<file path="config.mk">
export PLATFORM = sky130hd
export DESIGN_NAME = operand_sequencer_flat
export DESIGN_NICKNAME = d
export VERILOG_FILES = /design/src/rtl/operand_sequencer_if.sv /design/src/rtl/operand_sequencer.sv /design/src/flat_wrapper.sv
export SDC_FILE = /design/constraint.sdc
export NUM_CORES = 1
export LEC_CHECK = 0
export BUFFER_PORTS_ARGS = -buffer_cell sky130_fd_sc_hd__buf_2
export CAP_MARGIN = 20
export CORE_MARGIN = 2
export CORE_UTILIZATION = 54
export CTS_CLUSTER_SIZE = 40
export DETAILED_ROUTE_END_ITERATION = 12
export PLACE_DENSITY = 0.86
export RECOVER_POWER = 25
export SETUP_SLACK_MARGIN = 0.15
export SKIP_LAST_GASP = 1
export SLEW_MARGIN = 20
export SYNTH_ARGS = -nofsm -noshare
export SYNTH_HDL_FRONTEND = slang
export SYNTH_SLANG_ARGS = --single-unit
</file>
<file path="constraint.sdc">
create_clock -name clk -period 3.25 [get_ports clk]
set_input_delay 0.1625 -clock clk [delete_from_list [all_inputs] [get_ports clk]]
set_output_delay 0.1625 -clock clk [all_outputs]
set_load 0.02 [all_outputs]
</file>
<file path="src/rtl/operand_sequencer_if.sv">
// Instruction-memory request/response bundle between the operand sequencer and memory.
interface operand_sequencer_if;
  logic [7:0]  im_addr;
  logic        im_req;
  logic [18:0] im_data;
  logic        im_valid;

  modport master (
    output im_addr,
    output im_req,
    input  im_data,
    input  im_valid
  );

  modport slave (
    input  im_addr,
    input  im_req,
    output im_data,
    output im_valid
  );
endinterface

</file>
<file path="src/rtl/operand_sequencer.sv">
// Fetch/decode controller: walks the PC through instruction memory, latches each word
// and drives operand selects, immediate, ALU opcode and one-cycle register load strobes.
module operand_sequencer (
  input  logic                       clk,
  input  logic                       rst_n,
  input  logic                       run,
  operand_sequencer_if.master        im,
  output logic [1:0]                 sel_a,
  output logic [1:0]                 sel_b,
  output logic [2:0]                 alu_op,
  output logic [7:0]                 imm,
  output logic                       load_a,
  output logic                       load_b,
  output logic                       halted
);

  typedef enum logic [1:0] {
    IDLE  = 2'd0,
    FETCH = 2'd1,
    EXEC  = 2'd2,
    HALT  = 2'd3
  } state_t;

  state_t      state;
  state_t      state_next;
  logic [7:0]  pc;
  logic [7:0]  pc_next;
  logic [18:0] ir;
  logic [18:0] ir_next;

  logic        ir_halt;
  logic        ir_jmp;

  assign ir_halt = ir[18];
  assign ir_jmp  = ir[17];

  // Selects are pure decodes of IR, so they stay put from EXEC until the next latch.
  assign sel_a      = ir[14:13];
  assign sel_b      = (ir[12:11] == 2'b11) ? 2'b00 : ir[12:11];
  assign alu_op     = ir[10:8];
  assign imm        = ir[7:0];
  assign im.im_addr = pc;

  always_ff @(posedge clk) begin
    if (!rst_n) begin
      state <= IDLE;
      pc    <= 8'h00;
      ir    <= 19'h0;
    end else begin
      state <= state_next;
      pc    <= pc_next;
      ir    <= ir_next;
    end
  end

  always_comb begin
    state_next = state;
    pc_next    = pc;
    ir_next    = ir;
    im.im_req  = 1'b0;
    load_a     = 1'b0;
    load_b     = 1'b0;
    halted     = 1'b0;

    case (state)
      IDLE: begin
        if (run) begin
          state_next = FETCH;
        end
      end

      FETCH: begin
        im.im_req = 1'b1;
        if (im.im_valid) begin
          ir_next    = im.im_data;
          state_next = EXEC;
        end
      end

      EXEC: begin
        // Halt outranks jump and loads: PC frozen, no strobes.
        if (ir_halt) begin
          state_next = HALT;
        end else begin
          load_a     = ir[16] & ~ir_jmp;
          load_b     = ir[15] & ~ir_jmp;
          pc_next    = ir_jmp ? ir[7:0] : pc + 8'd1;
          state_next = run ? FETCH : IDLE;
        end
      end

      HALT: begin
        halted = 1'b1;
      end

      default: begin
        state_next = IDLE;
      end
    endcase
  end

endmodule

</file>
<file path="src/flat_wrapper.sv">
// flat-port wrapper written by rule: the top's interface ports become plain ports
module operand_sequencer_flat 
  (clk, rst_n, run, sel_a, sel_b, alu_op, imm, load_a, load_b, halted, im_im_addr, im_im_req, im_im_data, im_im_valid);
  operand_sequencer_if im_i ();
  input  logic clk;
  input  logic rst_n;
  input  logic run;
  output logic [1:0] sel_a;
  output logic [1:0] sel_b;
  output logic [2:0] alu_op;
  output logic [7:0] imm;
  output logic load_a;
  output logic load_b;
  output logic halted;
  output wire logic [$bits(im_i.im_addr)-1:0] im_im_addr;
  output wire logic [$bits(im_i.im_req)-1:0] im_im_req;
  input wire logic [$bits(im_i.im_data)-1:0] im_im_data;
  input wire logic [$bits(im_i.im_valid)-1:0] im_im_valid;
  assign im_im_addr = im_i.im_addr;
  assign im_im_req = im_i.im_req;
  assign im_i.im_data = im_im_data;
  assign im_i.im_valid = im_im_valid;
  operand_sequencer u_core (.clk(clk), .rst_n(rst_n), .run(run), .im(im_i), .sel_a(sel_a), .sel_b(sel_b), .alu_op(alu_op), .imm(imm), .load_a(load_a), .load_b(load_b), .halted(halted));
endmodule
</file>
==> results of run 1 <==
==> area by class of cell <==
type	count	area share
clock buffer	7	0.0318
clock inverter	1	0.0174
inverter	2	0.00434
multi-input combinational	127	0.457
sequential	29	0.336
timing repair buffer	49	0.132
tap	31	0.0224
==> synth_stat cells (2+ instances only) <==
cell type	instances
a21boi_0	21
a21oi_1	5
a22o_1	2
a22oi_1	2
a31oi_1	2
buf_2	3
buf_4	15
buf_6	2
clkbuf_1	3
dfxtp_1	29
ha_1	6
inv_1	2
mux2i_1	5
nand2_1	43
nand2b_1	3
nand3_1	5
nand3b_1	2
nor2b_1	8
nor3_1	2
nor3b_1	2
o211a_1	2
o211ai_1	2
o21a_1	2
o21ai_0	3
==> power groups by stage <==
stage	logic [uW]	registers, uW	clock network, uW
global placement	262	454	0
detailed placement	268	455	0
global route	298	455	327
floorplan	239	445	0
CTS	269	447	310
finish	260	448	301
==> metal layers <==
metal,vias to the layer above,GRT usage,part of all wire
met5,-,0,0
met4,0,0.0797,0.018
met3,7,0.0726,0.047
met2,30,0.323,0.47
met1,608,0.254,0.47
li1,672,-,-
==> state kept, by name (all words and copies together) (netlist names) <==
register,count
u_core.ir,19
u_core.state,2
u_core.im.im_addr,8
==> worst max-delay path by stage <==
stage	cells after the start	to	startpoint
floorplan	7	u_core.im.im_addr[2]	u_core.state[0]
global placement	6	u_core.im.im_addr[6]	u_core.state[0]
detailed placement	5	u_core.ir[10]	u_core.state[1]
CTS	5	load_a	u_core.state[0]
global route	6	u_core.im.im_addr[5]	u_core.state[0]
finish	5	load_a	u_core.state[0]
==> layout by cell type (no fill, tap or decap) <==
cell / instances
a21boi_0: 21
a21oi_1: 5
a22o_1: 2
a22oi_1: 2
a31oi_1: 2
a32oi_1: 1
and2_1: 1
and2_4: 1
and3_1: 1
and4_1: 1
buf_2: 35
bufinv_16: 1
clkbuf_1: 15
clkbuf_4: 5
clkbuf_8: 1
dfxtp_1: 29
ha_1: 6
inv_1: 2
mux2i_1: 5
nand2_1: 43
nand2b_1: 3
nand2b_4: 1
nand3_1: 5
nand3b_1: 2
nand4_1: 1
nor2_1: 1
nor2b_1: 8
nor3_1: 2
nor3b_1: 2
nor4b_1: 1
o211a_1: 2
o211ai_1: 2
o21a_1: 2
o21ai_0: 3
or3_1: 1
==> metrics by stage <==
step,utilization,worst slack (ps)
floorplan,-,1730
global placement,0.608,1670
detailed placement,0.608,1620
CTS,0.639,1540
global route,0.633,1390
finish,0.633,1560
==> worst max-delay path, stage by stage, from the launching register on <==
cell and delay [ps]:
dfxtp_1 340, inv_1 110, ha_1 220, nand2b_4 120
nor3b_1 210, buf_2 200
==> cells by family after synthesis <==
group / Yosys count / synth area share
AO/OA/AOI/OAI: 42 / 0.196
adder cells (fa/ha/maj): 6 / 0.0487
buffers and inverters: 25 / 0.110
flip-flops: 29 / 0.377
multiplexers: 5 / 0.0325
AND/OR/NAND/NOR: 74 / 0.236
==> impl_metrics.tcl, run 1 <==
set metrics [dict create \
    timing.final.crit_share 0.521 \
    detailed_place_hpwl_um 2170 \
    clock_latency_ps 320 \
    yosysSeqAreaShare 0.377 \
    yosysUniqueCellTypes 34 \
    via_per_inst 5.35 \
    die_h_um 57.4 \
    ys_top_cells_by_area "dfxtp_1 (38%), nand2_1 (10%), a21boi_0 (10%)" \
    post_cts_buffers 0 \
    design_power_total_uw 1010 \
    syn_avg_cell_area_um2 8.51 \
    synth_flop_cell "dfxtp_1" \
    drive_above_1_share 0.205 \
    cts.sinks 29 \
    ant_nets 0 \
    p_comb_frac 0.258 \
    antenna_found_initial 0 \
    p_leak_uw 0.000734 \
    cts_buffer_depth 2 \
    cts_resized 0 \
    worst_setup_path_start_kind "flop" \
    drcViolationCount 0 \
    synth_cells 181 \
    pwr-share-clk 0.298 \
    p_int_uw 683 \
    drtPass1Iterations 4 \
    maxCapViolations 0 \
    placedCellCount 238 \
    power.switching_uw 327 \
    grt_pass1_vias 1243 \
    cts_root_buf "clkbuf_4" \
    min_period_ps 1690 \
    hold_slack_ps 76.1 \
    place_area_mm2 0.00166 \
    cp_max_fo 12 \
    timing.rr.end "u_core.im.im_addr[6]" \
    cts_tree "built" \
    grt_pass1_wl_um 5230 \
    rr_worst_depth 6 \
    reg2reg_slack_ps 1600 \
    antenna_cells 0 \
    p_sw_frac 0.324 \
    r2r_start "u_core.state[0]" \
    cp.required_ps 3090 \
    overflow 0 \
    coreArea_mm2 0.00273 \
    powerDensity_mw_per_mm2 583 \
    synth_edf_count 0 \
    path_clk_slew_ps 90 \
    rsz0062_at_grt "no" \
    finalSetupViolCount 0 \
    hp-class "in2reg" \
    syn2layout_area_growth_pct 12.3 \
    wl_per_cell_um 12.1 \
    fin_cells 246 \
    synth_fp_nets 210 \
    regArea_um2 581 \
    die_x_um 57.4 \
    hold_viol_final 0 \
    min_path_cells 3 \
    critical_path_class "reg2out" \
    slew_headroom 0.570 \
    cts_buffers 5 \
    drv_slew 0 \
    multi_input_area_um2 791 \
    ys_warn_count 0 \
    timing.fmax_mhz 591 \
    irDropWorstVdd_mv 0.530 \
    initial_core_util 0.563 \
    grt_usage 0.204 \
    status "finished clean" \
    hold_end "u_core.ir[14]" \
    fin_nets 243 \
    fin_worst_skew_ps 4.45 \
    grt_max_degree 33 \
    worst_setup_path_end_kind "output pin" \
    final_area_mm2 0.00173 \
    drt_first_iter_violations 50 \
    max_slew.worst_pin.slew_ps 645 \
    rows 19 \
    place_congestion 0.847 \
    ctsHoldBuffers 0 \
    pin_count 50 \
    nFillCells 270 \
    pwr-share-seq 0.444 \
    dieArea_mm2 0.00330 \
    port_buffers 49 \
    setup_tns_ps 0 \
    synth-seq-cells 29 \
    synth_area_mm2 0.00154 \
    min-delay-start "im_im_data[14]" \
    async_flop_share 0 \
    synth_top_area_frac 0.377 \
    vias 1317 \
    cts-htree-levels 2 \
    yosys.area.top_type "dfxtp_1" \
    worstPathArrival_ps 1530 \
    postRouteWirelength_um 2990 \
]
No activity file was read; power rests on OpenSTA's default activity.
==> run 2: changes to the inputs <==
Settings changed: CORE_UTILIZATION 54 to 50, PLACE_DENSITY 0.86 to 0.81.
Clock period 3.25 ns to 1.6 ns, I/O delays scaled along.
==> run 2 against run 1 <==
The run now ends with hold timing left; critical path depth stayed put; combinational power grew to 2.8 times the previous value; first-iteration DRC count stayed put; via count is 6.8% higher; critical path type is now reg2reg; largest cell class unchanged; highest routed layer unchanged.
==> impl_metrics.tcl, run 2 (synthesis gave the netlist of run 1 again) <==
set metrics [dict create \
    status "finished, violations left" \
    violations "hold timing" \
    grt_max_degree 20 \
    place_congestion 0.820 \
    hold_slack_ps -2.06 \
    dieArea_mm2 0.00354 \
    syn2layout_area_growth_pct 30.1 \
    cts_root_buf "clkbuf_4" \
    worstPathArrival_ps 1690 \
    cts-htree-levels 2 \
    p_sw_frac 0.359 \
    largest_reg_flops 19 \
    p_comb_frac 0.332 \
    nFillCells 247 \
    max_slew.worst_pin.slew_ps 377 \
    drcViolationCount 0 \
    cp_max_fo 4 \
    wl_per_cell_um 14.2 \
    via_per_inst 5.23 \
    grt_pass1_vias 1320 \
    timing.final.crit_share 0.914 \
    antenna_found_initial 0 \
    p_int_uw 1390 \
    grt_usage 0.227 \
    setup_tns_ps 0 \
    pin_count 50 \
    initial_core_util 0.513 \
    grt_pass1_wl_um 5980 \
    ant_nets 0 \
    rows 20 \
    power.switching_uw 779 \
    powerDensity_mw_per_mm2 1080 \
    worst_setup_path_end_kind "flop" \
    die_x_um 59.5 \
    cts.sinks 29 \
    irDropWorstVdd_mv 0.545 \
    pwr-share-seq 0.427 \
    worst_setup_path_start_kind "flop" \
    drv_slew 0 \
    maxCapViolations 0 \
    overflow 0 \
    cts_buffer_depth 2 \
    p_leak_uw 0.000859 \
    postLayoutCoreUtil 0.668 \
    slew_headroom 0.749 \
    rsz0062_at_grt "yes" \
    critical_path_class "reg2reg" \
    finalSetupViolCount 0 \
    cts_tree "built" \
    min_period_ps 1460 \
    die_h_um 59.5 \
    coreArea_mm2 0.00300 \
    antenna_cells 0 \
    final_common_cell "nand2_1" \
    cts_buffers 5 \
    regMostFlops "u_core.ir" \
    pwr-share-clk 0.241 \
    timing.fmax_mhz 684 \
    detailed_place_hpwl_um 2340 \
    fin_worst_skew_ps 17.1 \
    path_clk_slew_ps 100 \
    drtPass1Iterations 4 \
    port_buffers 49 \
    mostFrequentLayoutCells "nand2_1 (42), buf_2 (33), dfxtp_1 (26)" \
    postRouteWirelength_um 3820 \
    drive_above_1_share 0.275 \
    cp.required_ps 1830 \
    vias 1407 \
    clock_latency_ps 340 \
    fin_nets 264 \
    drt_first_iter_violations 50 \
    hp-class "in2reg" \
    hold_viol_final 1 \
]
-- run 2: cell type report --
| type | count | area, um^2 | area share |
|---|---|---|---|
| Clock buffer | 7 | 65.1 | 0.0325 |
| Clock inverter | 1 | 5.00 | 0.00250 |
| Inverter | 2 | 10.0 | 0.00499 |
| Multi-Input combinational cell | 127 | 841 | 0.419 |
| Sequential cell | 29 | 589 | 0.294 |
| Tap cell | 33 | 41.3 | 0.0206 |
| Timing Repair Buffer | 70 | 453 | 0.226 |
-- run 2: power groups by stage --
stage	registers (uW)	logic (uW)	clock network (uW)
2_1_floorplan	906	486	0
3_3_place_gp	926	563	0
3_5_place_dp	928	575	0
4_1_cts	922	617	523
5_1_grt	942	793	559
6_report	928	722	523
-- run 2: routing by layer --
layer / wire length [um] / global-route usage / part of all wire / vias to the layer above
met5: 0 / 0 / 0 / -
met4: 36 / 0.108 / 0.0094 / 0
met3: 199 / 0.0590 / 0.052 / 4
met2: 1930 / 0.363 / 0.51 / 41
met1: 1660 / 0.285 / 0.43 / 645
li1: - / - / - / 717
-- run 2: path summary, 6_finish.rpt --
path / from / to / slack [ps] / cells after the start
worst min-delay path: im_im_data[12] / u_core.ir[12] / -2 / 3
worst min register to register: u_core.ir[13] / u_core.ir[13] / 470 / 2
worst max register to register: u_core.state[0] / u_core.state[0] / 140 / 5
worst max-delay path: u_core.state[0] / u_core.state[0] / 140 / 5
-- run 2: what timing repair did --
action,4_1_cts,5_1_grt
endpoints found under the hold margin,12,1
gates resized for setup,8,16
pin swaps,0,2
cloned,0,1
hold buffers,12,1
endpoints found under the setup margin,23,26
buffers inserted,1,2
-- run 2: stage by stage --
stage / hold slack, ps / instances / worst slack (ps) / area (um^2) / power, uW
floorplan: 225 / 181 / 154 / 1540 / 1390
global placement: 332 / 244 / 163 / 1700 / 1490
detailed placement: 338 / 244 / 61.9 / 1700 / 1500
CTS: 3.13 / 265 / 155 / 1920 / 2060
global route: 0.521 / 269 / 54.7 / 2000 / 2290
finish: -2.06 / 269 / 138 / 2000 / 2170
-- run 2: critical path, cell delays in order, from the launching register on --
cell and delay [ps]:
dfxtp_4 390, inv_4 50, ha_1 310, o211ai_1 310
mux2i_1 250, nor2b_1 60
